==> config.mk <==
export PLATFORM = sky130hd
export DESIGN_NAME = reorder_buffer
export DESIGN_NICKNAME = d
export VERILOG_FILES = /design/src/rtl/reorder_buffer_pkg.sv /design/src/rtl/reorder_buffer_lookup.sv /design/src/rtl/reorder_buffer.sv
export SDC_FILE = /design/constraint.sdc
export NUM_CORES = 2
export LEC_CHECK = 0
export CORE_ASPECT_RATIO = 0.6
export CORE_MARGIN = 2
export CORE_UTILIZATION = 55
export CTS_CLUSTER_DIAMETER = 100
export DETAILED_ROUTE_END_ITERATION = 10
export PLACE_DENSITY_LB_ADDON = 0.25
export SLEW_MARGIN = 20
export SYNTH_ARGS = -nofsm -noshare
export SYNTH_HDL_FRONTEND = slang
export SYNTH_SLANG_ARGS = --single-unit
==> constraint.sdc <==
create_clock -name clk -period 10 [get_ports clk]
set_clock_uncertainty 0.05 [all_clocks]
set_input_delay 2 -clock clk [delete_from_list [all_inputs] [get_ports clk]]
set_output_delay 2 -clock clk [all_outputs]
set_load 0.02 [all_outputs]
==> src/rtl/reorder_buffer_pkg.sv <==
// Shared definitions for the reorder buffer: geometry, entry type codes, empty-tag marker.
package reorder_buffer_pkg;

  localparam int unsigned DEPTH = 16;
  localparam int unsigned IDX_W = 4;

  localparam logic [31:0] NO_TAG = 32'hFFFF_FFFF;

  typedef enum logic [1:0] {
    T_ALU    = 2'd0,
    T_BRANCH = 2'd1,
    T_STORE  = 2'd2,
    T_JALR   = 2'd3
  } rob_type_e;

endpackage

==> src/rtl/reorder_buffer_lookup.sv <==
// Combinational operand read from the ROB, forwarding same-cycle RS/SLB results.
import reorder_buffer_pkg::*;

module rob_lookup (
  input  logic [31:0]                q_tag,
  input  logic                       wb_valid,
  input  logic [31:0]                wb_tag,
  input  logic [31:0]                wb_value,
  input  logic                       ld_valid,
  input  logic [31:0]                ld_tag,
  input  logic [31:0]                ld_value,
  input  logic [DEPTH-1:0]           done,
  input  logic [DEPTH-1:0][31:0]     value,
  output logic                       q_ready,
  output logic [31:0]                q_value
);

  logic [IDX_W-1:0] idx;

  always_comb begin
    idx     = q_tag[IDX_W-1:0];
    q_ready = 1'b0;
    q_value = '0;
    if (q_tag != NO_TAG) begin
      if (wb_valid && (wb_tag == q_tag)) begin
        q_ready = 1'b1;
        q_value = wb_value;
      end else if (ld_valid && (ld_tag == q_tag)) begin
        q_ready = 1'b1;
        q_value = ld_value;
      end else if (done[idx]) begin
        q_ready = 1'b1;
        q_value = value[idx];
      end
    end
  end

endmodule

==> src/rtl/reorder_buffer.sv <==
// 16-entry circular reorder buffer: tag allocation, result capture, in-order commit,
// and mispredict flush/redirect at commit.
import reorder_buffer_pkg::*;

module reorder_buffer (
  input  logic        clk,
  input  logic        rst,
  input  logic        rdy,
  input  logic        alloc_valid,
  output logic        alloc_ready,
  output logic [31:0] alloc_tag,
  input  logic [1:0]  alloc_type,
  input  logic [4:0]  alloc_rd,
  input  logic [31:0] alloc_pred,
  input  logic [31:0] q1_tag,
  input  logic [31:0] q2_tag,
  output logic        q1_ready,
  output logic        q2_ready,
  output logic [31:0] q1_value,
  output logic [31:0] q2_value,
  input  logic        wb_valid,
  input  logic [31:0] wb_tag,
  input  logic [31:0] wb_value,
  input  logic        wb_topc_valid,
  input  logic [31:0] wb_topc,
  input  logic        ld_valid,
  input  logic [31:0] ld_tag,
  input  logic [31:0] ld_value,
  output logic        cm_valid,
  output logic [31:0] cm_tag,
  output logic [4:0]  cm_rd,
  output logic [31:0] cm_value,
  output logic        cm_store,
  output logic        flush,
  output logic [31:0] redirect_pc
);

  localparam logic [IDX_W-1:0] PTR_ONE = 1;
  localparam logic [IDX_W:0]   CNT_ONE = 1;

  rob_type_e              type_q [DEPTH];
  logic [4:0]             rd_q   [DEPTH];
  logic [31:0]            pred_q [DEPTH];
  logic [31:0]            topc_q [DEPTH];
  logic [DEPTH-1:0][31:0] value_q;
  logic [DEPTH-1:0]       busy_q;
  logic [DEPTH-1:0]       done_q;

  logic [IDX_W-1:0] head_q;
  logic [IDX_W-1:0] tail_q;
  logic [IDX_W:0]   count_q;

  logic             accept_in;
  logic             do_alloc;
  logic             do_commit;
  logic             mispredict;
  logic [IDX_W-1:0] wb_idx;
  logic [IDX_W-1:0] ld_idx;

  // count never exceeds DEPTH, so its MSB alone marks "full"
  assign alloc_ready = ~count_q[IDX_W];
  assign alloc_tag   = {{(32-IDX_W){1'b0}}, tail_q};

  always_comb begin
    // inputs seen while flush is high belong to the squashed path
    accept_in  = ~flush;
    do_alloc   = alloc_valid && alloc_ready && accept_in;
    do_commit  = (count_q != '0) && done_q[head_q];
    mispredict = do_commit
                 && ((type_q[head_q] == T_BRANCH) || (type_q[head_q] == T_JALR))
                 && (topc_q[head_q] != pred_q[head_q]);
    wb_idx     = wb_tag[IDX_W-1:0];
    ld_idx     = ld_tag[IDX_W-1:0];
  end

  always_ff @(posedge clk) begin
    if (rst) begin
      head_q      <= '0;
      tail_q      <= '0;
      count_q     <= '0;
      busy_q      <= '0;
      done_q      <= '0;
      cm_valid    <= 1'b0;
      cm_tag      <= '0;
      cm_rd       <= '0;
      cm_value    <= '0;
      cm_store    <= 1'b0;
      flush       <= 1'b0;
      redirect_pc <= '0;
    end else if (!rdy) begin
      cm_valid <= 1'b0;
      flush    <= 1'b0;
    end else begin
      cm_valid <= do_commit;
      flush    <= mispredict;
      if (do_commit) begin
        cm_tag   <= {{(32-IDX_W){1'b0}}, head_q};
        cm_rd    <= ((type_q[head_q] == T_BRANCH) || (type_q[head_q] == T_STORE)) ? '0 : rd_q[head_q];
        cm_value <= value_q[head_q];
        cm_store <= (type_q[head_q] == T_STORE);
      end
      if (mispredict) begin
        redirect_pc <= topc_q[head_q];
        head_q      <= '0;
        tail_q      <= '0;
        count_q     <= '0;
        busy_q      <= '0;
        done_q      <= '0;
      end else begin
        if (accept_in && wb_valid && busy_q[wb_idx]) begin
          value_q[wb_idx] <= wb_value;
          done_q[wb_idx]  <= 1'b1;
          if (wb_topc_valid)
            topc_q[wb_idx] <= wb_topc;
        end
        if (accept_in && ld_valid && busy_q[ld_idx]) begin
          value_q[ld_idx] <= ld_value;
          done_q[ld_idx]  <= 1'b1;
        end
        if (do_alloc) begin
          type_q[tail_q] <= rob_type_e'(alloc_type);
          rd_q[tail_q]   <= alloc_rd;
          pred_q[tail_q] <= alloc_pred;
          busy_q[tail_q] <= 1'b1;
          done_q[tail_q] <= 1'b0;
          tail_q         <= tail_q + PTR_ONE;
        end
        // retiring clears after the result writes so a late wb cannot revive the head
        if (do_commit) begin
          busy_q[head_q] <= 1'b0;
          done_q[head_q] <= 1'b0;
          head_q         <= head_q + PTR_ONE;
        end
        case ({do_alloc, do_commit})
          2'b10:   count_q <= count_q + CNT_ONE;
          2'b01:   count_q <= count_q - CNT_ONE;
          default: count_q <= count_q;
        endcase
      end
    end
  end

  rob_lookup u_lookup_q1 (
    .q_tag    (q1_tag),
    .wb_valid (wb_valid),
    .wb_tag   (wb_tag),
    .wb_value (wb_value),
    .ld_valid (ld_valid),
    .ld_tag   (ld_tag),
    .ld_value (ld_value),
    .done     (done_q),
    .value    (value_q),
    .q_ready  (q1_ready),
    .q_value  (q1_value)
  );

  rob_lookup u_lookup_q2 (
    .q_tag    (q2_tag),
    .wb_valid (wb_valid),
    .wb_tag   (wb_tag),
    .wb_value (wb_value),
    .ld_valid (ld_valid),
    .ld_tag   (ld_tag),
    .ld_value (ld_value),
    .done     (done_q),
    .value    (value_q),
    .q_ready  (q2_ready),
    .q_value  (q2_value)
  );

endmodule
==> flow_summary.yaml <==
floorplan:
  die_h_um: 318
  num_rows: 115
  die_area_um2: 168000
  num_io_pins: 473
  core_area_um2: 164000
  die_w_um: 528
  start_util: 0.554
timing:
  max-slew-margin-rel: 0.204
  period_share: 0.832
  period_needed_ns: 8.32
  tightest_slew_ns: 1.19
  finalMaxSlewViolations: 0
  finalSetupTns_ns: 0
  finalSetupViolations: 0
  max_freq_mhz: 120
  rsz0062_at_grt: "false"
  hold_viol_final: 0
worst_setup_path:
  worstPathRequired_ns: 7.95
  worst-path-max-fanout: 32
  endpoint_kind: "output port"
  critical_path_depth: 12
  cpLargestDelayFamily: "simple AND/OR/NAND/NOR gates"
  path_cells: "clkdlybuf4s50_1 -> xnor2_1 -> nand4_1 -> nor4_1 -> nand4_1 -> nor4_2 -> nand2b_2 -> nand2b_1 -> a21oi_1 -> a21oi_1 -> nor2_1 -> clkdlybuf4s50_1"
  crit_buf_inv: 2
  critical_path.startpoint: "ld_tag[1]"
  r2r_cells: 15
  regToRegSetupSlack_ns: 2.39
  critPathArrivalTime_ns: 6.27
  r2r-end: "pred_q[11][20]"
  critPathSlowestCell: "clkdlybuf4s50_1"
  path_class: "in -> out"
  worst_setup_path_start_kind: "input pin"
  cpPeakStageDelay_ns: 0.79
  endpoint: "q2_value[5]"
yosys:
  ys_warn_count: 0
  synth_top_area_share: 0.546
  synth_edf_count: 1648
  ys_seq_area_frac: 0.574
  synthCells: 6192
  yosysTopAreaCell: "edfxtp_1"
  syn_area_um2: 90700
  ys_types: 67
  avgSynthCellArea_um2: 14.6
  synth_area_leaders: "edfxtp_1, mux4_2, mux2i_1"
  synth_flop_cell: "edfxtp_1"
  ys_ff_latch: 1773
  synthArstFlopShare: 0
clock_network:
  postCtsSetupRepairBufs: 0
  clkTransAtPathRegs_ns: 0.06
  cts_buffer_depth: 4
  hold_buffers: 0
  cts.sinks: 1773
  post_cts_resized: 0
  cts_root_buf: "clkbuf_16"
  htree_levels: 4
  cts_tree: "built"
  cts-buffers-inserted: 171
  clk-insertion-delay-late_ns: 0.83
grt:
  grt_pass1_wl_um: 419000
  grt_max_degree: 183
  grt_overflow: 0
  first_global_vias: 56600
  antenna_found_initial: 13
  grt_use_total: 0.346
placed_design:
  hpwl_um: 177000
  gp_congestion: 0.939
  io_buffers: 416
job:
  cap_violations: 0
run_status:
  status: "finished, final reports clean"
routing:
  ant_nets: 0
  post_drt_wl_per_cell_um: 34.0
  via_count: 60300
  drt-initial-drc-count: 9713
  drtPass1Iterations: 6
  viasPerCell: 6.98
  drt-total-wl_um: 294000
  drc_errors: 0
finish:
  nets: 6614
  postLayoutCoreUtil: 0.623
  drive_gt1_frac: 0.192
  area_growth_pct: 12.5
pwr:
  irDropWorstVdd_v: 0.000145
  power_density_nw_per_um2: 155
  power_leakage_uw: 0.0311
hold_path:
  min_path_type: "reg -> reg"
where the power goes:
part / leakage (µW) / switching, µW / internal, µW
clock network: 0.00263 / 2840 / 3620
registers: 0.0160 / 86.1 / 8200
logic: 0.0125 / 583 / 428
registers in the layout (all words and copies together), names as in the netlist, named ones only:
signal / flops
redirect_pc: 32
busy_q: 16
flush: 1
pred_q: 512
done_q: 16
cm_rd: 5
value_q: 512
cm_valid: 1
head_q: 4
cm_value: 32
type_q: 32
cm_tag: 4
cm_store: 1
count_q: 5
tail_q: 4
topc_q: 512
rd_q: 80
synth_stat cells (55+ instances only):
cell	number
edfxtp_1	1648
mux4_2	751
mux2i_1	667
nand2_1	636
clkbuf_1	409
o21ai_0	402
a21oi_1	338
nor2_1	329
xnor2_1	134
dfxtp_1	125
buf_1	109
nand2b_1	92
buf_4	77
nand4_1	55
placed cells by master (no fill, tap or decap), types with 134 or more instances in the layout:
cell type,n
clkdlybuf4s50_1,407
a21oi_1,338
mux2i_1,667
nand2_1,635
clkbuf_16,176
xnor2_1,134
nor2_1,285
edfxtp_1,1648
mux4_2,751
o21ai_0,402
through the flow:
stage / setup slack, ns / instances / cell area, µm² / hold slack, ns / power (µW)
after CTS: 1.86 / 8624 / 102000 / 0.404 / 15800
after detailed placement: 1.89 / 8319 / 96500 / 0.396 / 9430
after floorplan: 1.99 / 6247 / 90900 / 0.386 / 9010
final: 1.68 / 8634 / 102000 / 0.405 / 15800
after global routing: 1.61 / 8630 / 102000 / 0.430 / 16200
after global placement: 1.88 / 8319 / 96500 / 0.395 / 9410
logic make-up (layout without fill, tap and decap cells):
logic type | after synthesis | after routing | synth area share
AO/OA/AOI/OAI | 910 | 910 | 0.0568
XOR/XNOR | 162 | 162 | 0.0157
adder cells (fa/ha/maj) | 13 | 13 | 0.00188
buffers and inverters | 680 | 896 | 0.0337
flip-flops | 1773 | 1773 | 0.574
multiplexers | 1419 | 1419 | 0.260
other | 1 | 63 | 0.0000414
AND/OR/NAND/NOR | 1234 | 1234 | 0.0581
routing by layer:
metal / wire length [µm] / up-vias / global-route usage
met3: 44500 / 522 / 0.109
met2: 124000 / 4768 / 0.474
met4: 8570 / 6 / 0.0933
met5: 38 / - / 0
met1: 117000 / 30600 / 0.533
li1: - / 24400 / -
worst min path at each step:
stage                      start            to  slack, ns  cells past startpoint
floorplan              busy_q[2]     busy_q[2]       0.39                      2
global placement     cm_value[8]   cm_value[8]       0.39                      2
detailed placement  cm_value[27]  cm_value[27]       0.40                      2
CTS                 cm_value[22]  cm_value[22]       0.40                      2
global route        cm_value[22]  cm_value[22]       0.43                      2
finish              cm_value[22]  cm_value[22]       0.41                      2
final cells by class:
class,instances,area [µm²]
clock inverters,73,667
well taps,2164,2710
diodes,7,17.5
repair buffers,557,5430
flip-flops and latches,1773,52000
clock buffers,232,4720
multi-input cells,3794,36300
inverters,34,138
fillers,11900,61800
worst reg2reg max path, cell delays in order, from the launching register on:
cell and delay [ns]:
dfxtp_4 0.68, buf_12 0.49, and2_1 0.93, a22oi_1 0.17
nand2_1 0.33, xor2_1 0.18, a2111oi_2 0.74, nand4_1 0.25
nor4_1 0.76, a31oi_1 0.19, buf_4 0.24, a21oi_4 0.48
nand2_2 0.19, buf_4 0.41, nor2_4 0.51, buf_4 0.63
No activity file was read; power rests on OpenSTA's default activity.
